## config.mk

```make
export PLATFORM = sky130hd
export DESIGN_NAME = mem_port_arbiter
export DESIGN_NICKNAME = d
export VERILOG_FILES = /design/src/rtl/mem_port_arbiter_pkg.sv /design/src/rtl/arb_starve_cnt.sv /design/src/rtl/mem_port_arbiter.sv
export SDC_FILE = /design/constraint.sdc
export NUM_CORES = 1
export LEC_CHECK = 0
export BUFFER_PORTS_ARGS = -buffer_cell sky130_fd_sc_hd__buf_2
export CELL_PAD_IN_SITES_DETAIL_PLACEMENT = 1
export CELL_PAD_IN_SITES_GLOBAL_PLACEMENT = 1
export CORE_UTILIZATION = 36
export CTS_BUF_LIST = sky130_fd_sc_hd__clkbuf_8 sky130_fd_sc_hd__clkbuf_16
export DETAILED_ROUTE_END_ITERATION = 6
export PLACE_DENSITY_LB_ADDON = 0.1
export SYNTH_ARGS = -nofsm -noshare
export SYNTH_HDL_FRONTEND = slang
export SYNTH_SLANG_ARGS = --single-unit
export TNS_END_PERCENT = 20
```

## constraint.sdc

```tcl
create_clock -name clk -period 2 [get_ports clk]
set_input_delay 0.4 -clock clk [delete_from_list [all_inputs] [get_ports clk]]
set_output_delay 0.4 -clock clk [all_outputs]
set_load 0.01 [all_outputs]
```

## src/rtl/mem_port_arbiter_pkg.sv

```systemverilog
// Shared types and default widths for the unified memory port arbiter.
package mem_port_arbiter_pkg;

  localparam int unsigned AddrWDef = 16;
  localparam int unsigned DataWDef = 16;

  typedef enum logic [1:0] {
    StIdle,
    StBusy,
    StDone
  } arb_state_t;

  typedef enum logic {
    OwnIf,
    OwnDm
  } arb_owner_t;

endpackage

```

## src/rtl/arb_starve_cnt.sv

```systemverilog
// Saturating count of data grants made while fetch was waiting; hit forces a fetch grant.
module arb_starve_cnt #(
  parameter int unsigned STARVE_MAX = 3
) (
  input  logic clk,
  input  logic rst_n,
  input  logic inc,
  input  logic clr,
  output logic hit
);

  localparam int unsigned CntW = $clog2(STARVE_MAX + 1);

  logic [CntW-1:0] cnt_q;

  assign hit = (cnt_q == CntW'(STARVE_MAX));

  always_ff @(posedge clk or negedge rst_n) begin
    if (!rst_n) begin
      cnt_q <= '0;
    end else if (clr) begin
      cnt_q <= '0;
    end else if (inc && !hit) begin
      cnt_q <= cnt_q + CntW'(1);
    end
  end

endmodule

```

## src/rtl/mem_port_arbiter.sv

```systemverilog
// Arbitrates the single memory port between fetch and data stages (data first).
// Define MEM_ARB_STARVE_GUARD_EN to force a fetch grant after STARVE_MAX data grants.
module mem_port_arbiter
  import mem_port_arbiter_pkg::*;
#(
  parameter int unsigned ADDR_W     = AddrWDef,
  parameter int unsigned DATA_W     = DataWDef,
  parameter int unsigned STARVE_MAX = 3
) (
  input  logic              clk,
  input  logic              rst_n,
  input  logic              if_req,
  input  logic [ADDR_W-1:0] if_addr,
  input  logic              if_kill,
  output logic [DATA_W-1:0] if_rdata,
  output logic              if_done,
  output logic              if_stall,
  input  logic              dm_req,
  input  logic              dm_we,
  input  logic [ADDR_W-1:0] dm_addr,
  input  logic [DATA_W-1:0] dm_wdata,
  output logic [DATA_W-1:0] dm_rdata,
  output logic              dm_done,
  output logic              dm_stall,
  output logic              mem_req,
  output logic              mem_we,
  output logic [ADDR_W-1:0] mem_addr,
  output logic [DATA_W-1:0] mem_wdata,
  input  logic [DATA_W-1:0] mem_rdata,
  input  logic              mem_ack
);

  arb_state_t        state_q;
  arb_owner_t        owner_q;
  logic              kill_pend_q;
  logic              mem_req_q, mem_we_q;
  logic [ADDR_W-1:0] mem_addr_q;
  logic [DATA_W-1:0] mem_wdata_q, if_rdata_q, dm_rdata_q;
  logic              if_done_q, dm_done_q;
  logic              force_if, grant_if, kill_now;

`ifdef MEM_ARB_STARVE_GUARD_EN
  logic starve_hit, starve_inc, starve_clr;

  assign starve_inc = (state_q == StIdle) && dm_req && !grant_if && if_req;
  assign starve_clr = (state_q == StIdle) && grant_if;
  assign force_if   = starve_hit && if_req;

  arb_starve_cnt #(
    .STARVE_MAX(STARVE_MAX)
  ) u_starve_cnt (
    .clk  (clk),
    .rst_n(rst_n),
    .inc  (starve_inc),
    .clr  (starve_clr),
    .hit  (starve_hit)
  );
`else
  logic unused_starve;
  assign unused_starve = ^STARVE_MAX;
  assign force_if      = 1'b0;
`endif

  assign grant_if = if_req && (!dm_req || force_if);
  assign kill_now = (owner_q == OwnIf) && if_kill;

  assign mem_req   = mem_req_q;
  assign mem_we    = mem_we_q;
  assign mem_addr  = mem_addr_q;
  assign mem_wdata = mem_wdata_q;
  assign if_rdata  = if_rdata_q;
  assign dm_rdata  = dm_rdata_q;
  // A kill landing in the done cycle still swallows the completion.
  assign if_done   = if_done_q && !if_kill;
  assign dm_done   = dm_done_q;
  assign if_stall  = if_req && !if_done;
  assign dm_stall  = dm_req && !dm_done;

  always_ff @(posedge clk or negedge rst_n) begin
    if (!rst_n) begin
      state_q     <= StIdle;
      owner_q     <= OwnIf;
      kill_pend_q <= 1'b0;
      mem_req_q   <= 1'b0;
      mem_we_q    <= 1'b0;
      mem_addr_q  <= '0;
      mem_wdata_q <= '0;
      if_rdata_q  <= '0;
      dm_rdata_q  <= '0;
      if_done_q   <= 1'b0;
      dm_done_q   <= 1'b0;
    end else begin
      if_done_q <= 1'b0;
      dm_done_q <= 1'b0;
      unique case (state_q)
        StIdle: begin
          if (if_req || dm_req) begin
            state_q   <= StBusy;
            mem_req_q <= 1'b1;
            if (grant_if) begin
              owner_q     <= OwnIf;
              mem_we_q    <= 1'b0;
              mem_addr_q  <= if_addr;
              mem_wdata_q <= '0;
            end else begin
              owner_q     <= OwnDm;
              mem_we_q    <= dm_we;
              mem_addr_q  <= dm_addr;
              mem_wdata_q <= dm_wdata;
            end
          end
        end
        StBusy: begin
          if (kill_now) kill_pend_q <= 1'b1;
          if (mem_ack) begin
            mem_req_q <= 1'b0;
            state_q   <= StDone;
            if (owner_q == OwnDm) begin
              dm_done_q <= 1'b1;
              if (!mem_we_q) dm_rdata_q <= mem_rdata;
            end else if (!kill_pend_q && !kill_now) begin
              if_done_q  <= 1'b1;
              if_rdata_q <= mem_rdata;
            end
          end
        end
        StDone: begin
          kill_pend_q <= 1'b0;
          state_q     <= StIdle;
        end
        default: state_q <= StIdle;
      endcase
    end
  end

endmodule

```

==> flow_summary_export.csv <==
group,metric,value,unit
grt,antenna_found_initial,0,
power,power_density,1460,nW/µm²
setup_path,crit_slowest_cell,"or4_4",
finish,final_util,50.5,%
synthesis,syn_inst,187,
detailed_routing,post-route-drc-count,0,
die,die-area,8480,µm²
die,core_area,7810,µm²
clocking,root_buffer,"clkbuf_8",
setup_path,worstSetupEndpointType,"register",
sta,relSlewSlack,80.8,%
setup_path,crit_chain,"nand3b_4 -> or4_4 -> mux2_4",
synthesis,postSynthAreaPerCell,15.6,µm²
clocking,post_cts_buffers,0,
clocking,cts_resized,0,
detailed_routing,drt_wl_total,6680,µm
clocking,clk_pin_slew,0.08,ns
grt,grt_pass1_wl,11100,µm
flow_run,drv_cap,0,
setup_path,cp.arrival,1.90,ns
setup_path,startpoint_type,"register",
detailed_routing,wl_per_cell,15.1,µm
sta,hold_viol,0,
sta,setup_tns,0,ns
synthesis,synth_fp_nets,258,
sta,fin_crit_sh,84.3,%
sta,slew_violations,0,
die,pin_count,141,
grt,grt_max_degree,54,
worst_hold_path,min_path_type,"primary input to register",
synthesis,ys_warn_count,0,
grt,grt_overflow,0,
sta,skew,0.0122,ns
finish,layout-drive-gt1-share,67.1,%
detailed_routing,first_pass_iters,4,
finish,diodes,0,
grt,grt_pass1_vias,2205,
clocking,cts_tree,"yes",
sta,fin_crit,1.69,ns
setup_path,worstPathMaxFanout,17,
synthesis,seq_area_frac_synth,61.7,%
grt,grt_use_total,17.2,%
setup_path,cpPeakStageDelay,0.59,ns
clocking,max-clock-path-buffers,2,
die,die_w,92.1,µm
clocking,ctsHoldBuffers,1,
finish,nets,406,
clocking,clkLatencyLatePin,0.33,ns
placement,place.port_buffers,140,
setup_path,required,2.21,ns
power,ir_drop,0.000582,V
die,start_util,37.4,%
setup_path,path_delay_family,"simple AND/OR/NAND/NOR gates",
synthesis,yosys_register_bits,72,
detailed_routing,vias_per_cell,4.66,
synthesis,synthDistinctLibCells,22,
placement,dp.cells,425,
placement,place.gp.congestion,0.680,
outcome,status,"complete, no violations",
die,die_y,92.1,µm
sta,rsz0062_at_grt,"false",
die,rows,32,
detailed_routing,drtIter0Drc,35,
detailed_routing,ant_nets,0,
detailed_routing,dr_total_vias,2058,
setup_path,worst-path-buf-inv,0,
finish,fin_cells,442,
sta,setup_violations,0,
finish,syn_to_final_growth,35.0,%
sta,worst_pin_slew,0.288,ns
clocking,clock_sinks,72,
power,p_leak,2.09,nW
clocking,htreeDepth,3,
clocking,cts_made_buffers,9,
setup_path,crit_type,"register to register",
sta,fmaxAchievable,0.593,GHz
synthesis,syn-cell-area,2920,µm²
[kinds of logic after synthesis]
logic type | share of synthesized area, %
AOI/OAI and AO/OA | 6.04
DFF | 61.7
and+or+nand+nor | 3.64
muxes | 25.8
buffers and inverters | 2.83
[layout make-up]
class / instances / area, µm²
clock inverter: 7 / 65.1
fill: 847 / 3860
clock buffer: 9 / 124
sequential: 72 / 1800
timing repair buffer: 147 / 771
multi-input combinational: 101 / 1040
tap: 102 / 128
inverter: 4 / 15.0
[layer usage]
metal  part of all wire, %  wire length, µm  track usage [%]  vias up
li1                      -                -                -      962
met1                    43             2880             21.9     1021
met2                    50             3350             28.0       69
met3                   5.5              366             3.81        6
met4                   1.1               73             7.42        0
met5                     0                0                0        -
[synth_stat cells]
cell / instances / area, µm²
or4_4: 1 / 11.3
nor2b_1: 4 / 25.0
clkbuf_1: 2 / 7.51
nor2_1: 2 / 7.51
buf_12: 1 / 20.0
or2b_1: 1 / 7.51
inv_1: 4 / 15.0
buf_2: 5 / 25.0
dfrtp_1: 72 / 1800
and2_1: 1 / 6.26
a22o_1: 17 / 149
buf_1: 1 / 3.75
nand3b_4: 1 / 20.0
a21o_1: 1 / 7.51
nand2_1: 3 / 11.3
mux2_4: 9 / 135
nor3_2: 1 / 10.0
o21ai_0: 3 / 15.0
buf_6: 1 / 11.3
mux2_2: 55 / 619
o21ai_1: 1 / 5.00
nor3b_1: 1 / 7.51
[state kept, by name, summed over array words and instances, names as in the netlist]
name         count
state_q          2
owner_q          1
mem_addr        16
mem_we           1
dm_rdata        16
kill_pend_q      1
mem_req          1
if_done_q        1
if_rdata        16
mem_wdata       16
dm_done          1
[where the power goes]
part	internal, mW	leakage [nW]	switching (mW)
Clock	0.568	0.106	0.529
Sequential	2.11	0.891	0.335
Combinational	1.17	1.09	1.03
[placed cells by master, fill, tap and decap left out]
| cell type | instances |
|---|---|
| a22o_1 | 17 |
| dfrtp_1 | 72 |
| inv_1 | 6 |
| bufinv_16 | 1 |
| nor3b_1 | 1 |
| clkinv_2 | 2 |
| buf_4 | 6 |
| nor2_1 | 2 |
| mux2_4 | 9 |
| buf_12 | 1 |
| or4_4 | 1 |
| o21ai_2 | 1 |
| or2b_1 | 1 |
| a21o_1 | 1 |
| nand2_1 | 3 |
| nor3_2 | 1 |
| buf_2 | 139 |
| dlygate4sd3_1 | 1 |
| and2_1 | 1 |
| nor2b_1 | 4 |
| o21ai_0 | 3 |
| clkinv_4 | 2 |
| nand3b_4 | 1 |
| mux2_2 | 55 |
| clkbuf_8 | 9 |
[worst paths after layout]
path                         startpoint  slack, ns           end  depth (start not counted)
min in group asynchronous         rst_n       0.48  mem_wdata[4]                          2
min                         dm_wdata[2]       0.28  mem_wdata[2]                          2
max                          state_q[1]       0.31  if_rdata[11]                          3
min reg2reg                mem_addr[14]       0.50  mem_addr[14]                          1
max reg2reg                  state_q[1]       0.31  if_rdata[11]                          3
max in group asynchronous         rst_n       0.95  if_rdata[11]                          3
[through the flow]
step	worst slack, ns	total power [mW]	area [µm²]	hold WS, ns
5_1_grt	0.240	6.15	3950	0.257
4_1_cts	0.289	5.86	3950	0.260
2_1_floorplan	0.328	3.74	2920	0.104
3_3_place_gp	0.308	4.67	3750	0.304
3_5_place_dp	0.283	4.73	3750	0.301
6_report	0.313	5.75	3950	0.278
(Power assumes the default switching activity.)
